[src/rtl/zebra_pkg.sv]
// Shared types for the zebra frame scheduler.
//   label_t       : 2-bit label stored per pixel in the label BRAM
//   sched_state_t : frame sequencer states
//   sat_inc8      : saturating 8-bit increment used by the dropped-frame counter
//   pix_label     : maps a binarised pixel to its stored label
package zebra_pkg;

    typedef enum logic [1:0] {
        LBL_BLACK   = 2'd0,
        LBL_WHITE   = 2'd1,
        LBL_VISITED = 2'd2
    } label_t;

    typedef enum logic [2:0] {
        ST_IDLE    = 3'd0,
        ST_ARMED   = 3'd1,
        ST_CAPTURE = 3'd2,
        ST_LAUNCH  = 3'd3,
        ST_DETECT  = 3'd4,
        ST_RESULT  = 3'd5
    } sched_state_t;

    // Number of cycles the detector reset is held low after a watchdog abort.
    localparam logic [1:0] DET_RST_LOW_CYCLES = 2'd2;

    function automatic logic [7:0] sat_inc8(input logic [7:0] v);
        return (v == 8'hFF) ? v : v + 8'd1;
    endfunction

    function automatic label_t pix_label(input logic white);
        return white ? LBL_WHITE : LBL_BLACK;
    endfunction

endpackage

[src/rtl/zebra_watchdog.sv]
// Detector watchdog: counts cycles while enabled and flags the last allowed
// cycle of the detection window.
//   clk, rst   : clock, synchronous active-high reset
//   clear_i    : zero the counter (asserted while the detector is launched)
//   en_i       : count this cycle (asserted while the detector is running)
//   expired_o  : high in the enabled cycle whose count is TIMEOUT_CYCLES-1
module zebra_watchdog #(
    parameter int TIMEOUT_CYCLES = 4_000_000
) (
    input  logic clk,
    input  logic rst,
    input  logic clear_i,
    input  logic en_i,
    output logic expired_o
);

    localparam int CNT_W = $clog2(TIMEOUT_CYCLES + 1);
    localparam logic [CNT_W-1:0] LAST_CNT = CNT_W'(TIMEOUT_CYCLES - 1);

    logic [CNT_W-1:0] cnt_q, cnt_d;

    // Holds at the last value rather than wrapping, so a stuck enable cannot
    // make the window appear to restart.
    always_comb begin
        cnt_d = cnt_q;
        if (clear_i) begin
            cnt_d = '0;
        end else if (en_i && (cnt_q != LAST_CNT)) begin
            cnt_d = cnt_q + CNT_W'(1);
        end
    end

    always_ff @(posedge clk) begin
        if (rst) begin
            cnt_q <= '0;
        end else begin
            cnt_q <= cnt_d;
        end
    end

    assign expired_o = en_i && (cnt_q == LAST_CNT);

endmodule

[src/rtl/zebra_frame_scheduler.sv]
// Frame-level sequencer for the 2-bit label BRAM shared by the binarised pixel
// stream and the zebra crossing detector. Captures one frame into the BRAM,
// launches the detector, routes its read and mark-visited ports, watchdogs it,
// then latches and publishes the result.
// Ports:
//   clk, rst            clock, synchronous active-high reset
//   run_en              1 = process frames continuously, 0 = stop after current frame
//   pix_valid/sof/white binarised pixel stream (no backpressure)
//   det_start           1-cycle detector launch pulse
//   det_rst_n           detector reset, low 2 cycles after a watchdog abort
//   det_done/crossing/stripes  detector result
//   det_rd_addr/det_rd_data    detector read port, routed to BRAM port A
//   det_mark_we/det_mark_addr  detector mark-visited port, routed to BRAM port B
//   bram_a_*            BRAM port A (read only, 1-cycle latency)
//   bram_b_*            BRAM port B (write)
//   result_*            published result, result_valid is a 1-cycle pulse
//   frames_dropped      saturating count of SOFs ignored while busy
//   busy                1 in any state except IDLE/ARMED
module zebra_frame_scheduler
    import zebra_pkg::*;
#(
    parameter  int IMG_WIDTH      = 640,
    parameter  int IMG_HEIGHT     = 480,
    parameter  int TIMEOUT_CYCLES = 4_000_000,
    localparam int NPIX           = IMG_WIDTH * IMG_HEIGHT,
    localparam int ADDR_W         = $clog2(NPIX)
) (
    input  logic              clk,
    input  logic              rst,
    input  logic              run_en,
    input  logic              pix_valid,
    input  logic              pix_sof,
    input  logic              pix_white,
    output logic              det_start,
    output logic              det_rst_n,
    input  logic              det_done,
    input  logic              det_crossing,
    input  logic [7:0]        det_stripes,
    input  logic [ADDR_W-1:0] det_rd_addr,
    output logic [1:0]        det_rd_data,
    input  logic              det_mark_we,
    input  logic [ADDR_W-1:0] det_mark_addr,
    output logic [ADDR_W-1:0] bram_a_addr,
    input  logic [1:0]        bram_a_rdata,
    output logic              bram_b_we,
    output logic [ADDR_W-1:0] bram_b_addr,
    output logic [1:0]        bram_b_wdata,
    output logic              result_valid,
    output logic              result_crossing,
    output logic [7:0]        result_stripes,
    output logic              result_timeout,
    output logic [7:0]        frames_dropped,
    output logic              busy
);

    localparam logic [ADDR_W-1:0] LAST_ADDR = ADDR_W'(NPIX - 1);

    sched_state_t      state_q, state_d;
    logic [ADDR_W-1:0] pix_cnt_q, pix_cnt_d;
    logic [7:0]        drop_q, drop_d;
    logic [1:0]        rstn_cnt_q, rstn_cnt_d;
    logic              res_crossing_q, res_crossing_d;
    logic [7:0]        res_stripes_q, res_stripes_d;
    logic              res_timeout_q, res_timeout_d;

    logic sof_px;
    logic arm_sof;
    logic cap_px;
    logic cap_last;
    logic drop_sof;
    logic in_detect;
    logic det_finish;
    logic wd_abort;
    logic wd_clear;
    logic wd_en;
    logic wd_expired;

    assign sof_px    = pix_valid & pix_sof;
    // A SOF only opens a frame while armed and still enabled.
    assign arm_sof   = (state_q == ST_ARMED) & run_en & sof_px;
    assign cap_px    = (state_q == ST_CAPTURE) & pix_valid;
    // A SOF on the would-be final pixel restarts the frame instead of ending it.
    assign cap_last  = cap_px & ~pix_sof & (pix_cnt_q == LAST_ADDR);
    assign drop_sof  = sof_px & ((state_q == ST_LAUNCH) | (state_q == ST_DETECT) |
                                 (state_q == ST_RESULT));
    assign in_detect = (state_q == ST_DETECT);
    // det_done takes priority over the watchdog in the same cycle.
    assign det_finish = in_detect & det_done;
    assign wd_abort   = in_detect & wd_expired & ~det_done;

    zebra_watchdog #(
        .TIMEOUT_CYCLES(TIMEOUT_CYCLES)
    ) u_watchdog (
        .clk      (clk),
        .rst      (rst),
        .clear_i  (wd_clear),
        .en_i     (wd_en),
        .expired_o(wd_expired)
    );

    // State register
    always_ff @(posedge clk) begin
        if (rst) begin
            state_q <= ST_IDLE;
        end else begin
            state_q <= state_d;
        end
    end

    // Next-state logic
    always_comb begin
        state_d = state_q;
        case (state_q)
            ST_IDLE: begin
                if (run_en) state_d = ST_ARMED;
            end
            ST_ARMED: begin
                if (!run_en)     state_d = ST_IDLE;
                else if (sof_px) state_d = ST_CAPTURE;
            end
            ST_CAPTURE: begin
                if (cap_last) state_d = ST_LAUNCH;
            end
            ST_LAUNCH: begin
                state_d = ST_DETECT;
            end
            ST_DETECT: begin
                if (det_done || wd_expired) state_d = ST_RESULT;
            end
            ST_RESULT: begin
                state_d = run_en ? ST_ARMED : ST_IDLE;
            end
            default: begin
                state_d = ST_IDLE;
            end
        endcase
    end

    // FSM outputs and detector read-port routing
    always_comb begin
        det_start    = (state_q == ST_LAUNCH);
        result_valid = (state_q == ST_RESULT);
        busy         = (state_q != ST_IDLE) && (state_q != ST_ARMED);
        wd_clear     = (state_q == ST_LAUNCH);
        wd_en        = in_detect;
        bram_a_addr  = '0;
        det_rd_data  = 2'b00;
        if (in_detect) begin
            bram_a_addr = det_rd_addr;
            det_rd_data = bram_a_rdata;
        end
    end

    // Port-B mux: capture writes straight from the registered counter so the
    // pixel lands in the same cycle it arrives; the detector owns the port
    // only while it is running.
    always_comb begin
        bram_b_we    = 1'b0;
        bram_b_addr  = '0;
        bram_b_wdata = 2'b00;
        if (arm_sof || cap_px) begin
            bram_b_we    = 1'b1;
            bram_b_addr  = pix_sof ? '0 : pix_cnt_q;
            bram_b_wdata = pix_label(pix_white);
        end else if (in_detect) begin
            bram_b_we    = det_mark_we;
            bram_b_addr  = det_mark_addr;
            bram_b_wdata = LBL_VISITED;
        end
    end

    // Datapath next-state: pixel counter, drop counter, abort reset, result
    always_comb begin
        pix_cnt_d      = pix_cnt_q;
        drop_d         = drop_q;
        rstn_cnt_d     = rstn_cnt_q;
        res_crossing_d = res_crossing_q;
        res_stripes_d  = res_stripes_q;
        res_timeout_d  = res_timeout_q;

        // The SOF pixel itself occupies addr 0, so the counter resumes at 1.
        if (arm_sof) begin
            pix_cnt_d = ADDR_W'(1);
        end else if (cap_px) begin
            if (pix_sof)        pix_cnt_d = ADDR_W'(1);
            else if (cap_last)  pix_cnt_d = '0;
            else                pix_cnt_d = pix_cnt_q + ADDR_W'(1);
        end

        if (drop_sof) drop_d = sat_inc8(drop_q);

        if (wd_abort)                rstn_cnt_d = DET_RST_LOW_CYCLES;
        else if (rstn_cnt_q != 2'd0) rstn_cnt_d = rstn_cnt_q - 2'd1;

        // Result fields change on the same edge that raises result_valid and
        // then hold until the next result.
        if (det_finish) begin
            res_crossing_d = det_crossing;
            res_stripes_d  = det_stripes;
            res_timeout_d  = 1'b0;
        end else if (wd_abort) begin
            res_crossing_d = 1'b0;
            res_stripes_d  = 8'd0;
            res_timeout_d  = 1'b1;
        end
    end

    always_ff @(posedge clk) begin
        if (rst) begin
            pix_cnt_q      <= '0;
            drop_q         <= 8'd0;
            rstn_cnt_q     <= 2'd0;
            res_crossing_q <= 1'b0;
            res_stripes_q  <= 8'd0;
            res_timeout_q  <= 1'b0;
        end else begin
            pix_cnt_q      <= pix_cnt_d;
            drop_q         <= drop_d;
            rstn_cnt_q     <= rstn_cnt_d;
            res_crossing_q <= res_crossing_d;
            res_stripes_q  <= res_stripes_d;
            res_timeout_q  <= res_timeout_d;
        end
    end

    assign det_rst_n       = (rstn_cnt_q == 2'd0);
    assign result_crossing = res_crossing_q;
    assign result_stripes  = res_stripes_q;
    assign result_timeout  = res_timeout_q;
    assign frames_dropped  = drop_q;

endmodule

[config.mk]
export PLATFORM = sky130hd
export DESIGN_NAME = zebra_frame_scheduler
export DESIGN_NICKNAME = d
export VERILOG_FILES = /design/src/rtl/zebra_pkg.sv /design/src/rtl/zebra_watchdog.sv /design/src/rtl/zebra_frame_scheduler.sv
export SDC_FILE = /design/constraint.sdc
export NUM_CORES = 1
export LEC_CHECK = 0
export ABC_AREA = 1
export BUFFER_PORTS_ARGS = -buffer_cell sky130_fd_sc_hd__buf_2
export CORE_MARGIN = 4
export CORE_UTILIZATION = 47
export DETAILED_ROUTE_END_ITERATION = 6
export PLACE_DENSITY = 0.83
export SYNTH_ARGS = -nofsm -noshare
export SYNTH_HDL_FRONTEND = slang
export SYNTH_SLANG_ARGS = --single-unit
export TNS_END_PERCENT = 1
[constraint.sdc]
create_clock -name clk -period 1.6 [get_ports clk]
set_input_delay 0.08 -clock clk [delete_from_list [all_inputs] [get_ports clk]]
set_output_delay 0.08 -clock clk [all_outputs]
set_load 0.01 [all_outputs]
---- After elaboration in Yosys (flattened, before gate mapping) ----
Index checks and enable logic that the tools add are counted.
cells by class
  equality and inequality tests ........... 14
  reductions and logical operators ........ 18
  mux-type cells .......................... 27
  add/subtract/negate cells ............... 4
  bitwise gates (word level) .............. 15
operators by type and width
  kind                                            number
  two-way mux 19 bit                              6
  adder 22 x 1 -> 22 bit (second input constant)  1
  == test 22 bit (second input constant)          1
  != test 22 bit (second input constant)          1
  adder 19 x 1 -> 19 bit (second input constant)  1
  == test 19 bit (second input constant)          1
  case mux 3 bit (6 select lines)                 1
  two-way mux 8 bit                               2
  two-way mux 3 bit                               5
  AND 1 bit                                       10
  two-way mux 2 bit                               5
  adder 8 x 1 -> 8 bit (second input constant)    1
  == test 8 bit (second input constant)           1
  two-way mux 1 bit                               8
  nonzero test 2 bit                              4
  OR reduction 2 bit                              4
  == test 3 x 2 -> 1 bit (second input constant)  2
  == test 3 bit (second input constant)           2
  != test 2 bit (second input constant)           2
  AND reduction 4 bit                             1
  == test 3 x 1 -> 1 bit (second input constant)  1
  logical AND 1 bit                               3
  zero test 3 bit                                 1
  != test 3 x 1 -> 1 bit (second input constant)  1
  other kinds (9)                                 13
storage, ports and cells
  word-level logic and storage cells ...... 88
  bits of input ports ..................... 57
  flip-flop bits (word level) ............. 64
  output and inout port bits .............. 65

---- Longest topological paths before layout ----
Gate-level depths: netlist of run 1.
  depth after elaboration ................. 8
  gate-level depth with buffers ........... 11
  gate-level depth less buffers ........... 10

---- Hierarchy ----
Synthesis of run 1 repeated with hierarchy kept, for this count alone.
second synthesis, totals
  cell total of the unflattened synthesis .. 668
  area total of the unflattened synthesis .. 4255.3 µm²
modules (own cells, without submodules)
  module                 cells each  instances  sequential area each (µm²)  area an instance (µm²)
  zebra_frame_scheduler  435         1          840.8                       2795.2
  zebra_watchdog         233         1          440.4                       1460.2

---- Worst setup path after synthesis of run 1 ----
Ideal clock, no wire load.
  path kind ............................... reg-to-reg
  from .................................... register u_watchdog.cnt_q[0]
  to ...................................... register res_stripes_q[0], in the netlist result_stripes[0]
  library setup time ...................... 0.136 ns
  buffers on the path ..................... 1
  period minus slack after synthesis ...... 1.621 ns
  cell stages (with the launch flop) ...... 10
  arrival ................................. 1.484 ns
  required time ........................... 1.464 ns
  path slack .............................. -0.021 ns
  cell sequence ........................... dfxtp_1 -> ha_1 -> buf_4 -> nand3_2 -> nor2_4 -> nand3_2 -> nor2_1 -> nor2_2 -> nand2_1 -> a21oi_1
between the ends
  cells in the longest elaborated chain, start to end .. 5
RTL lines
  element                       line                          RTL
  start, declared               zebra_watchdog.sv:20          logic [CNT_W-1:0] cnt_q, cnt_d;
  start signal, assigned        zebra_watchdog.sv:37          cnt_q <= cnt_d;
  == test 22 bit                zebra_watchdog.sv:41          assign expired_o = en_i && (cnt_q == LAST_CNT);
  logical AND 1 bit             zebra_watchdog.sv:41
  AND 1 bit (2 in a row)        zebra_frame_scheduler.sv:89   assign wd_abort = in_detect & wd_expired & ~det_done;
  nonzero test 2 bit (no line)  n/a
  end signal, assigned          zebra_frame_scheduler.sv:221  res_stripes_q <= res_stripes_d;
  end, declared                 zebra_frame_scheduler.sv:63   logic [7:0] res_stripes_q, res_stripes_d;
Every way passes these cells.
A chain may end at the register's enable or synchronous reset.

---- Final worst setup path of run 1 ----
  from .................................... register state_q[0]
  to ...................................... output bram_b_addr[6]
between the ends
  cells in the longest elaborated chain, start to end .. 5
  elaborated cells on any way between the ends .. 9
  those cells by class .................... 3 x eq/ne; 2 x mux; 3 x bitwise; 1 x reduce/logical
RTL lines
  element                 line                          RTL
  start, declared         zebra_frame_scheduler.sv:58   sched_state_t state_q, state_d;
  start signal, assigned  zebra_frame_scheduler.sv:106  state_q <= state_d;
  == test 3 x 1 -> 1 bit  zebra_frame_scheduler.sv:80   assign arm_sof = (state_q == ST_ARMED) & run_en & sof_px;
  AND 1 bit (2 in a row)  zebra_frame_scheduler.sv:80
  logical OR 1 bit        zebra_frame_scheduler.sv:161  if (arm_sof || cap_px) begin
  two-way mux 19 bit *    zebra_frame_scheduler.sv:161
  end, declared           zebra_frame_scheduler.sv:46   output logic [ADDR_W-1:0] bram_b_addr,
Every way passes the cells marked *; elsewhere a longest branch is shown, timed or not.

==> flow_metrics.tcl, run 1 <==
set metrics [dict create \
    fin_ws_ns -0.260 \
    crit_family "buffers and inverters" \
    clockBufferDepth 2 \
    path_max_fanout 18 \
    hold_viol 0 \
    final_cells 922 \
    hold_end "result_stripes[7]$_SDFFE_PP0P_" \
    whs_path_depth 3 \
    min_period_ns 1.86 \
    max_freq_mhz 538 \
    grt_max_degree 23 \
    dp.cells 899 \
    synth-edff-count 0 \
    outcome "finished with violations" \
    hp-start "det_stripes[7]" \
    diodes 0 \
    cap_viol_max_count 0 \
    final.setup.tns_ns -4.60 \
    routed_via_density 5.14 \
    syn-num-nets 716 \
    worst_setup_path_end_kind "primary output" \
    die_h_um 101 \
    async_flop_share 0 \
    hpwl_um 9050 \
    vias 4735 \
    clkPwrFrac 0.406 \
    postCtsSetupRepairBufs 0 \
    ir_worst_vdd_mv 0.405 \
    slowest_stage "dfxtp_4" \
    start_util 0.490 \
    crit_top_cell "nor2_4" \
    dieArea_um2 10200 \
    wire_per_inst_um 13.2 \
    cts_tree "yes" \
    slew_headroom 0.722 \
    cts_buffers 9 \
    crit-reg2reg-launch "pix_cnt_q[1]$_SDFFE_PP0P_" \
    rsz0062_at_grt "true" \
    switching_share 0.254 \
    seq_power_share 0.482 \
    cts.sinks 64 \
    grt_overflow_total 0 \
    cp.arrival_ns 1.78 \
    drc 0 \
    setup_viol 26 \
    ys_seq_area_frac 0.315 \
    utilization 0.652 \
    synth_area_um2 4060 \
    cts_root_buf "clkbuf_8" \
    yosysWarnings 0 \
    insertion_delay_ns 0.35 \
    finalNetCount 873 \
    cts-htree-levels 3 \
    synthCells 656 \
    place_congestion 0.919 \
    synth-seq-cells 64 \
    start_kind "flop" \
    leakage_uw 0.00239 \
    cp.required_ns 1.52 \
    die_w_um 101 \
    syn_avg_cell_area_um2 6.19 \
    portBuffers 121 \
    fin_crit_sh 1.16 \
    grt_antenna_before_repair 0 \
    track_usage 0.231 \
    crit_path_max_incr_delay_ns 0.38 \
    drtPass1Iterations 5 \
    yosysUniqueCellTypes 35 \
    area_growth_pct 33.2 \
    reg2regPathDepth 9 \
    final_antenna_net_count 0 \
    grt_pass1_vias 4571 \
    path_clk_slew_ns 0.07 \
    io_pins 122 \
    rows 33 \
    maxSlewViolCount 0 \
    internal-power_uw 2520 \
    worst_r2r_endpoint "state_q[0]$_SDFFE_PP0P_" \
    crit_buf_inv 4 \
    coreArea_um2 8300 \
    wl_um 12200 \
    p_sw_uw 857 \
    violations "setup timing" \
    finClkSkew_ns 0.00869 \
    drtIter0Drc 229 \
    path_class "reg2out" \
    hold_path.class "in2reg" \
    path_cells "nor2_4 -> nand3_2 -> buf_4 -> inv_2 -> nor2_4 -> buf_12 -> o31ai_1 -> buf_2" \
    power_frac_comb 0.112 \
    pre_cts_slack_ns -0.0284 \
    tightest_slew_ns 0.415 \
    ff2ff_setup_slack_ns -0.03 \
    grt_pass1_wl_um 19400 \
    ys.flop_type "dfxtp_1" \
    p_per_area_nw_per_um2 624 \
    drive_gt1_frac 0.283 \
]
[registers in the layout, indices dropped and copies added (netlist names)]
name	cells
frames_dropped	8
pix_cnt_q	19
result_crossing	1
result_stripes	8
result_timeout	1
rstn_cnt_q	2
state_q	3
u_watchdog.cnt_q	22
[final cells by class]
type	count	area, um2
fillers	696	2890
multi-input cells	485	2480
flip-flops and latches	64	1290
repair buffers	169	1000
inverters	84	320
clock buffers	12	145
well taps	105	131
clock inverters	3	42.5
[cells by family after synthesis]
group,Yosys count,share of synthesized area
simple gates,369,0.391
buf+inv,107,0.113
compound gates,96,0.135
flops,64,0.315
xor+xnor,17,0.0366
fa+ha+maj,3,0.00924
[cell usage in the layout, fill, tap and decap left out, types with 2 or more instances in the layout]
cell,Yosys,final
a21oi_1,50,46
a21oi_2,2,6
and3_1,2,2
buf_2,10,121
buf_4,1,38
clkbuf_1,4,2
clkbuf_8,0,10
dfxtp_1,64,60
dfxtp_2,0,2
dfxtp_4,0,2
dlygate4sd3_1,0,8
ha_1,3,3
inv_1,79,77
inv_2,4,5
inv_4,1,2
nand2_1,204,203
nand2_2,1,2
nand3_1,33,32
nand3_2,4,4
nand3b_1,3,3
nand4_1,6,6
nor2_1,91,90
nor2_2,8,6
nor2_4,5,8
nor3_1,8,7
o21ai_0,22,20
o21ai_1,0,2
o21ai_2,2,2
o21bai_1,4,4
o31ai_1,14,2
o31ai_2,0,8
o31ai_4,0,4
xnor2_1,5,5
xor2_1,12,12
[metrics by stage]
stage / power (uW) / cell area [um2] / hold WS, ns
4_1_cts: 3360 / 5280 / 0.00510
3_5_place_dp: 1990 / 4970 / 0.344
6_report: 3380 / 5410 / 0.00922
5_1_grt: 3500 / 5410 / 0.0122
2_1_floorplan: 1830 / 4070 / 0.228
3_3_place_gp: 1970 / 4970 / 0.334
[routing by layer]
| layer | GRT usage | vias to the layer above | share of wire |
|---|---|---|---|
| met5 | 0 | - | 0 |
| met4 | 0.0746 | 0 | 0.019 |
| met3 | 0.0457 | 30 | 0.071 |
| met2 | 0.425 | 218 | 0.51 |
| met1 | 0.265 | 2104 | 0.40 |
| li1 | - | 2383 | - |
[synth_stat cells, types with 5 or more instances]
| master | count | area (um2) |
|---|---|---|
| xor2_1 | 12 | 105 |
| o21ai_0 | 22 | 110 |
| nor2_1 | 91 | 342 |
| nand4_1 | 6 | 37.5 |
| nor3_1 | 8 | 40.0 |
| xnor2_1 | 5 | 43.8 |
| buf_6 | 5 | 56.3 |
| a21oi_1 | 50 | 250 |
| nor2_4 | 5 | 56.3 |
| nor2_2 | 8 | 50.1 |
| o31ai_1 | 14 | 105 |
| nand2_1 | 204 | 766 |
| inv_1 | 79 | 297 |
| buf_2 | 10 | 50.1 |
| dfxtp_1 | 64 | 1280 |
| nand3_1 | 33 | 165 |
[how the worst max path moves through the flow]
stage	start	to	slack, ns	depth (start not counted)
floorplan	u_watchdog.cnt_q[0]$_SDFFE_PP0P_	u_watchdog.cnt_q[1]$_SDFFE_PP0P_	-0.01	10
CTS	state_q[0]$_SDFFE_PP0P_	bram_b_addr[10]	-0.24	8
finish	state_q[0]$_SDFFE_PP0P_	bram_b_addr[6]	-0.26	8
global route	state_q[0]$_SDFFE_PP0P_	bram_b_addr[11]	-0.32	8
global placement	state_q[0]$_SDFFE_PP0P_	bram_b_addr[8]	0.04	8
detailed placement	u_watchdog.cnt_q[1]$_SDFFE_PP0P_	u_watchdog.cnt_q[8]$_SDFFE_PP0P_	-0.03	9
[repair_timing]
action,4_1_cts,5_1_grt
gates resized for setup,11,29
pin swaps,0,3
endpoints found under the setup margin,42,74
hold buffers,8,0
endpoints found under the hold margin,8,0
[power by group through the flow]
| stage | Combinational (uW) | Sequential, uW | Clock (uW) |
|---|---|---|---|
| after global placement | 319 | 1650 | 0 |
| after detailed placement | 331 | 1660 | 0 |
| after global routing | 410 | 1630 | 1460 |
| after CTS | 357 | 1620 | 1380 |
| after floorplan | 178 | 1660 | 0 |
| final | 379 | 1630 | 1370 |
[worst register-to-register path, cell delays in order, from the launching register on]
cell and delay (ns):
dfxtp_1 0.39, ha_1 0.20, nand2_2 0.08, nor2_1 0.16, nand2_1 0.15, nor2_1 0.13
nand3_1 0.09, nand2_1 0.09, nand3_1 0.10, a21oi_1 0.16
Note: power is estimated with default switching activity, not from simulation.
==> inputs of run 2 (changes only) <==
--- a/config.mk
+++ b/config.mk
@@ -7,8 +7,10 @@
 export LEC_CHECK = 0
 export ABC_AREA = 1
 export BUFFER_PORTS_ARGS = -buffer_cell sky130_fd_sc_hd__buf_2
+export CELL_PAD_IN_SITES_DETAIL_PLACEMENT = 1
+export CELL_PAD_IN_SITES_GLOBAL_PLACEMENT = 1
 export CORE_MARGIN = 4
-export CORE_UTILIZATION = 47
+export CORE_UTILIZATION = 32
 export DETAILED_ROUTE_END_ITERATION = 6
 export PLACE_DENSITY = 0.83
 export SYNTH_ARGS = -nofsm -noshare
==> run 2 against run 1 <==
Effect of this change: the run still ends with setup timing left; clock-buffer cell count up 1; sequential cell count unchanged; die area up 43%; non-clock buffer count up 6; sequential share of layout area down 1.3 points; wire length up 37%; first-iteration DRC count down 4.4%; register-to-register slack about the same; clock power up 31%; final cell count up 7.4%; setup slack better by 0.13 ns; worst hold slack worse by 0.0069 ns.
==> flow_metrics.tcl, run 2 (same netlist as run 1, synthesis figures left out) <==
set metrics [dict create \
    outcome "finished with violations" \
    violations "setup timing" \
    hold_viol 0 \
    wire_per_inst_um 16.8 \
    rsz0062_at_grt "true" \
    path_class "reg2out" \
    die_w_um 121 \
    cts_buffers 9 \
    grt_antenna_before_repair 0 \
    track_usage 0.204 \
    fin_ws_ns -0.126 \
    max_freq_mhz 579 \
    fin_total_pwr_uw 3860 \
    final_cells 990 \
    grt_overflow_total 0 \
    finClkSkew_ns 0.00598 \
    slew_headroom 0.613 \
    top_regs "u_watchdog.cnt_q x22, pix_cnt_q x19" \
    drc 0 \
    dp.cells 961 \
    hold_path.class "in2reg" \
    n_fill_cell 1669 \
    post-route-cell-area_um2 5740 \
    critPathLaunch "state_q[2]$_SDFFE_PP0P_" \
    drtPass1Iterations 5 \
    tightest_slew_ns 0.580 \
    hpwl_um 10500 \
    reg2regPathDepth 7 \
    rows 40 \
    leakage_uw 0.00249 \
    grt_pass1_wl_um 24100 \
    placed_area_um2 5060 \
    crit-reg2reg-launch "u_watchdog.cnt_q[1]$_SDFFE_PP0P_" \
    worst_setup_path_end_kind "primary output" \
    ir_worst_vdd_mv 0.441 \
    path_clk_slew_ns 0.06 \
    ff2ff_setup_slack_ns -0.04 \
    maxSlewViolCount 0 \
    cts-htree-levels 3 \
    cp.required_ns 1.52 \
    cts_tree "yes" \
    start_util 0.333 \
    routed_via_density 5.01 \
    start_kind "flop" \
    coreArea_um2 12200 \
    worst_r2r_endpoint "state_q[0]$_SDFFE_PP0P_" \
    regMostFlops "u_watchdog.cnt_q" \
    multi_input_area_um2 2530 \
    clockBufferDepth 2 \
    cp-endpoint "bram_b_addr[6]" \
    portBuffers 121 \
    diodes 0 \
    final_cell_mix "nand2_1, buf_2, nor2_1" \
    final_common_cell "nand2_1" \
    place_congestion 0.842 \
    p_per_area_nw_per_um2 673 \
    cts.sinks 64 \
    vias 4957 \
    layout.area.seq_um2 1300 \
    cp.arrival_ns 1.65 \
    io_pins 122 \
    die_h_um 121 \
    drive_gt1_frac 0.311 \
    cts_root_buf "clkbuf_16" \
    setup_viol 26 \
    grt_pass1_vias 5004 \
    dieArea_um2 14600 \
    min_period_ns 1.73 \
    grt_max_degree 23 \
    finalNetCount 879 \
    wl_um 16700 \
    fin_crit_sh 1.08 \
    path_max_fanout 18 \
    largest_reg_flops 22 \
    final_antenna_net_count 0 \
    insertion_delay_ns 0.34 \
    cap_viol_max_count 0 \
    pre_cts_slack_ns -0.0679 \
    drtIter0Drc 219 \
    area_growth_pct 41.3 \
]
## run 2: cell types whose count changed in the layout (fill, tap and decap cells not counted), moves of 8 or more
cell,delta
clkbuf_16,+10
nor2_2,+8
clkbuf_8,-9
nor2_1,-10
## run 2: repair_timing
item	4_1_cts	5_1_grt
gates cloned	0	1
endpoints found under the setup margin	62	102
hold endpoints to repair	6	0
buffers inserted	4	4
hold buffers	6	0
pin swaps	2	4
resized for setup	23	51
## run 2: area by class of cell
| cell class | count | share of cell area |
|---|---|---|
| Clock buffer | 13 | 0.0436 |
| Clock inverter | 1 | 0.000872 |
| Inverter | 84 | 0.0575 |
| Multi-Input combinational cell | 485 | 0.441 |
| Sequential cell | 64 | 0.226 |
| Tap cell | 168 | 0.0366 |
| Timing Repair Buffer | 175 | 0.195 |
## run 2: through the flow
step	setup TNS [ns]	hold slack (ns)	util
floorplan	-0.0120	0.228	-
global placement	0	0.335	0.414
detailed placement	-0.340	0.342	0.414
CTS	-2.57	0.00562	0.449
global route	-8.03	-0.00178	0.470
finish	-1.98	0.00233	0.470
## run 2: where the power goes
| group | total, uW | internal, uW | switching [uW] |
|---|---|---|---|
| clock | 1800 | 1070 | 727 |
| sequential | 1630 | 1610 | 23.7 |
| combinational | 434 | 181 | 252 |
| total | 3860 | 2860 | 1000 |
## run 2: per-layer routing
metal	wire [um]	vias up	track usage
li1	-	2386	-
met2	8640	158	0.374
met3	870	43	0.0491
met5	0	-	0
met4	491	0	0.0602
met1	6650	2370	0.235
## run 2: worst min path at each step
stage,startpoint,end,slack [ns],cells after the start
after global placement,det_stripes[4],result_stripes[4]$_SDFFE_PP0P_,0.34,3
after CTS,det_stripes[5],result_stripes[5]$_SDFFE_PP0P_,0.006,3
final,det_stripes[7],result_stripes[7]$_SDFFE_PP0P_,0.002,3
after detailed placement,det_stripes[6],result_stripes[6]$_SDFFE_PP0P_,0.34,3
after global routing,det_stripes[7],result_stripes[7]$_SDFFE_PP0P_,-0.002,3
after floorplan,det_crossing,result_crossing$_SDFFE_PP0P_,0.23,2
## run 2: worst max-delay path: stages, from the launching register on
cell	delay (ns)
dfxtp_4	0.37
nor2_4	0.16
nand3_4	0.12
inv_4	0.09
nor2_4	0.05
buf_12	0.16
o31ai_2	0.18
buf_2	0.17
==> inputs of run 3 (changes only) <==
--- a/config.mk
+++ b/config.mk
@@ -9,10 +9,12 @@
 export BUFFER_PORTS_ARGS = -buffer_cell sky130_fd_sc_hd__buf_2
 export CELL_PAD_IN_SITES_DETAIL_PLACEMENT = 1
 export CELL_PAD_IN_SITES_GLOBAL_PLACEMENT = 1
+export CORE_ASPECT_RATIO = 0.75
 export CORE_MARGIN = 4
 export CORE_UTILIZATION = 32
 export DETAILED_ROUTE_END_ITERATION = 6
 export PLACE_DENSITY = 0.83
+export SETUP_SLACK_MARGIN = 0.15
 export SYNTH_ARGS = -nofsm -noshare
 export SYNTH_HDL_FRONTEND = slang
 export SYNTH_SLANG_ARGS = --single-unit
==> run 3 against run 2 <==
Effect of this change: register-to-register slack lost 0.06 ns; final area is 4.6% higher; clock power is 19% higher; critical path depth stayed put; die area is 0.13% higher; wire length up 3.5%; the flow finishes with violations (hold timing, setup timing); maximum frequency down 2.5%; total power up 8.7%; final cell count rose by 0.91%; largest power group unchanged; highest routed layer is now met5; via count up 1.1%; combinational power fell by 1%; first-iteration DRC count grew 51%.
==> flow_metrics.tcl, run 3 (same netlist as run 1, synthesis figures left out) <==
set metrics [dict create \
    outcome "finished with violations" \
    violations "hold timing, setup timing" \
    ff2ff_setup_slack_ns -0.10 \
    place_congestion 0.847 \
    cp.required_ns 1.52 \
    drive_gt1_frac 0.360 \
    cts-htree-levels 3 \
    n_fill_cell 1633 \
    wl_um 17200 \
    placed_area_um2 5150 \
    cts.sinks 64 \
    dieArea_um2 14600 \
    maxSlewViolCount 0 \
    portBuffers 121 \
    grt_max_degree 23 \
    pre_cts_slack_ns -0.0796 \
    track_usage 0.214 \
    final_common_cell "nand2_1" \
    slew_headroom 0.758 \
    clkPwrFrac 0.510 \
    largest_reg_flops 22 \
    min_period_ns 1.77 \
    cts_root_buf "clkbuf_16" \
    coreArea_um2 12300 \
    top_regs "u_watchdog.cnt_q x22, pix_cnt_q x19" \
    internal-power_uw 3120 \
    drtPass1Iterations 5 \
    cts_buffers 9 \
    start_kind "flop" \
    cts_tree "yes" \
    multi_input_area_um2 2660 \
    grt_antenna_before_repair 1 \
    io_pins 122 \
    grt_overflow_total 0 \
    drc 0 \
    regMostFlops "u_watchdog.cnt_q" \
    die_w_um 138 \
    hold_path.class "in2reg" \
    grt_pass1_wl_um 26000 \
    cp.arrival_ns 1.69 \
    area_growth_pct 47.8 \
    final_cell_mix "nand2_1, buf_2, nor2_1" \
    path_class "reg2out" \
    insertion_delay_ns 0.34 \
    p_per_area_nw_per_um2 700 \
    path_clk_slew_ns 0.06 \
    drtIter0Drc 331 \
    final_antenna_net_count 0 \
    path_max_fanout 21 \
    post-route-cell-area_um2 6000 \
    die_h_um 106 \
    switching_share 0.257 \
    seq_power_share 0.388 \
    fin_ws_ns -0.170 \
    p_sw_uw 1080 \
    grt_pass1_vias 5224 \
    start_util 0.329 \
    layout.area.seq_um2 1310 \
    worst_setup_path_end_kind "primary output" \
    tightest_slew_ns 0.363 \
    fin_crit_sh 1.11 \
    hold_slack_ns -0.000295 \
    final.setup.tns_ns -3.66 \
    diodes 0 \
    wire_per_inst_um 17.3 \
    routed_via_density 5.02 \
    dp.cells 968 \
    power_frac_comb 0.102 \
    setup_viol 58 \
    final_cells 999 \
    vias 5010 \
    hpwl_um 10600 \
    hold_viol 1 \
    leakage_uw 0.00257 \
    max_freq_mhz 565 \
    finalNetCount 888 \
    rows 35 \
    ir_worst_vdd_mv 0.499 \
    finClkSkew_ns 0.00596 \
    clockBufferDepth 2 \
    cap_viol_max_count 0 \
    rsz0062_at_grt "true" \
]
run 3: metal layers:
layer / wire, um / GRT usage
met1: 7620 / 0.272
met3: 882 / 0.0503
met5: 7 / 0
met2: 8500 / 0.363
met4: 237 / 0.0628
run 3: timing repair:
action,4_1_cts,5_1_grt
endpoints found under the setup margin,103,106
hold buffers,6,0
pin swaps,33,15
endpoints found under the hold margin,6,0
setup buffers,7,2
gates resized for setup,74,41
run 3: final cells by class:
cell class,count,share of cell area
clock inverter,5,0.0104
tap,166,0.0346
multi-input combinational,485,0.443
timing repair buffer,184,0.192
inverter,84,0.0575
sequential,64,0.219
clock buffer,11,0.0440
run 3: final timing paths:
path / to / cells after the start / from
max reg2reg: pix_cnt_q[18]$_SDFFE_PP0P_ / 10 / pix_cnt_q[1]$_SDFFE_PP0P_
min reg2reg: result_crossing$_SDFFE_PP0P_ / 2 / result_crossing$_SDFFE_PP0P_
max: bram_b_addr[10] / 7 / state_q[2]$_SDFFE_PP0P_
min: result_stripes[4]$_SDFFE_PP0P_ / 3 / det_stripes[4]
run 3: per-stage QoR:
| step | total power (uW) | utilization |
|---|---|---|
| floorplan | 1830 | - |
| global placement | 1980 | 0.417 |
| detailed placement | 1990 | 0.417 |
| CTS | 4160 | 0.471 |
| global route | 4330 | 0.486 |
| finish | 4200 | 0.486 |
run 3: worst max-delay path, cell delays in order, from the launching register on:
cell,delay (ns)
dfxtp_4,0.37
nor2_4,0.13
nand3_2,0.12
inv_2,0.10
nor2_2,0.05
buf_12,0.17
o31ai_2,0.21
buf_2,0.18
run 3: power by group through the flow:
stage	clock (uW)	sequential, uW	combinational, uW
after detailed placement	0	1660	335
after global placement	0	1650	328
after CTS	2150	1620	387
final	2140	1630	428
after floorplan	0	1660	179
after global routing	2240	1630	463
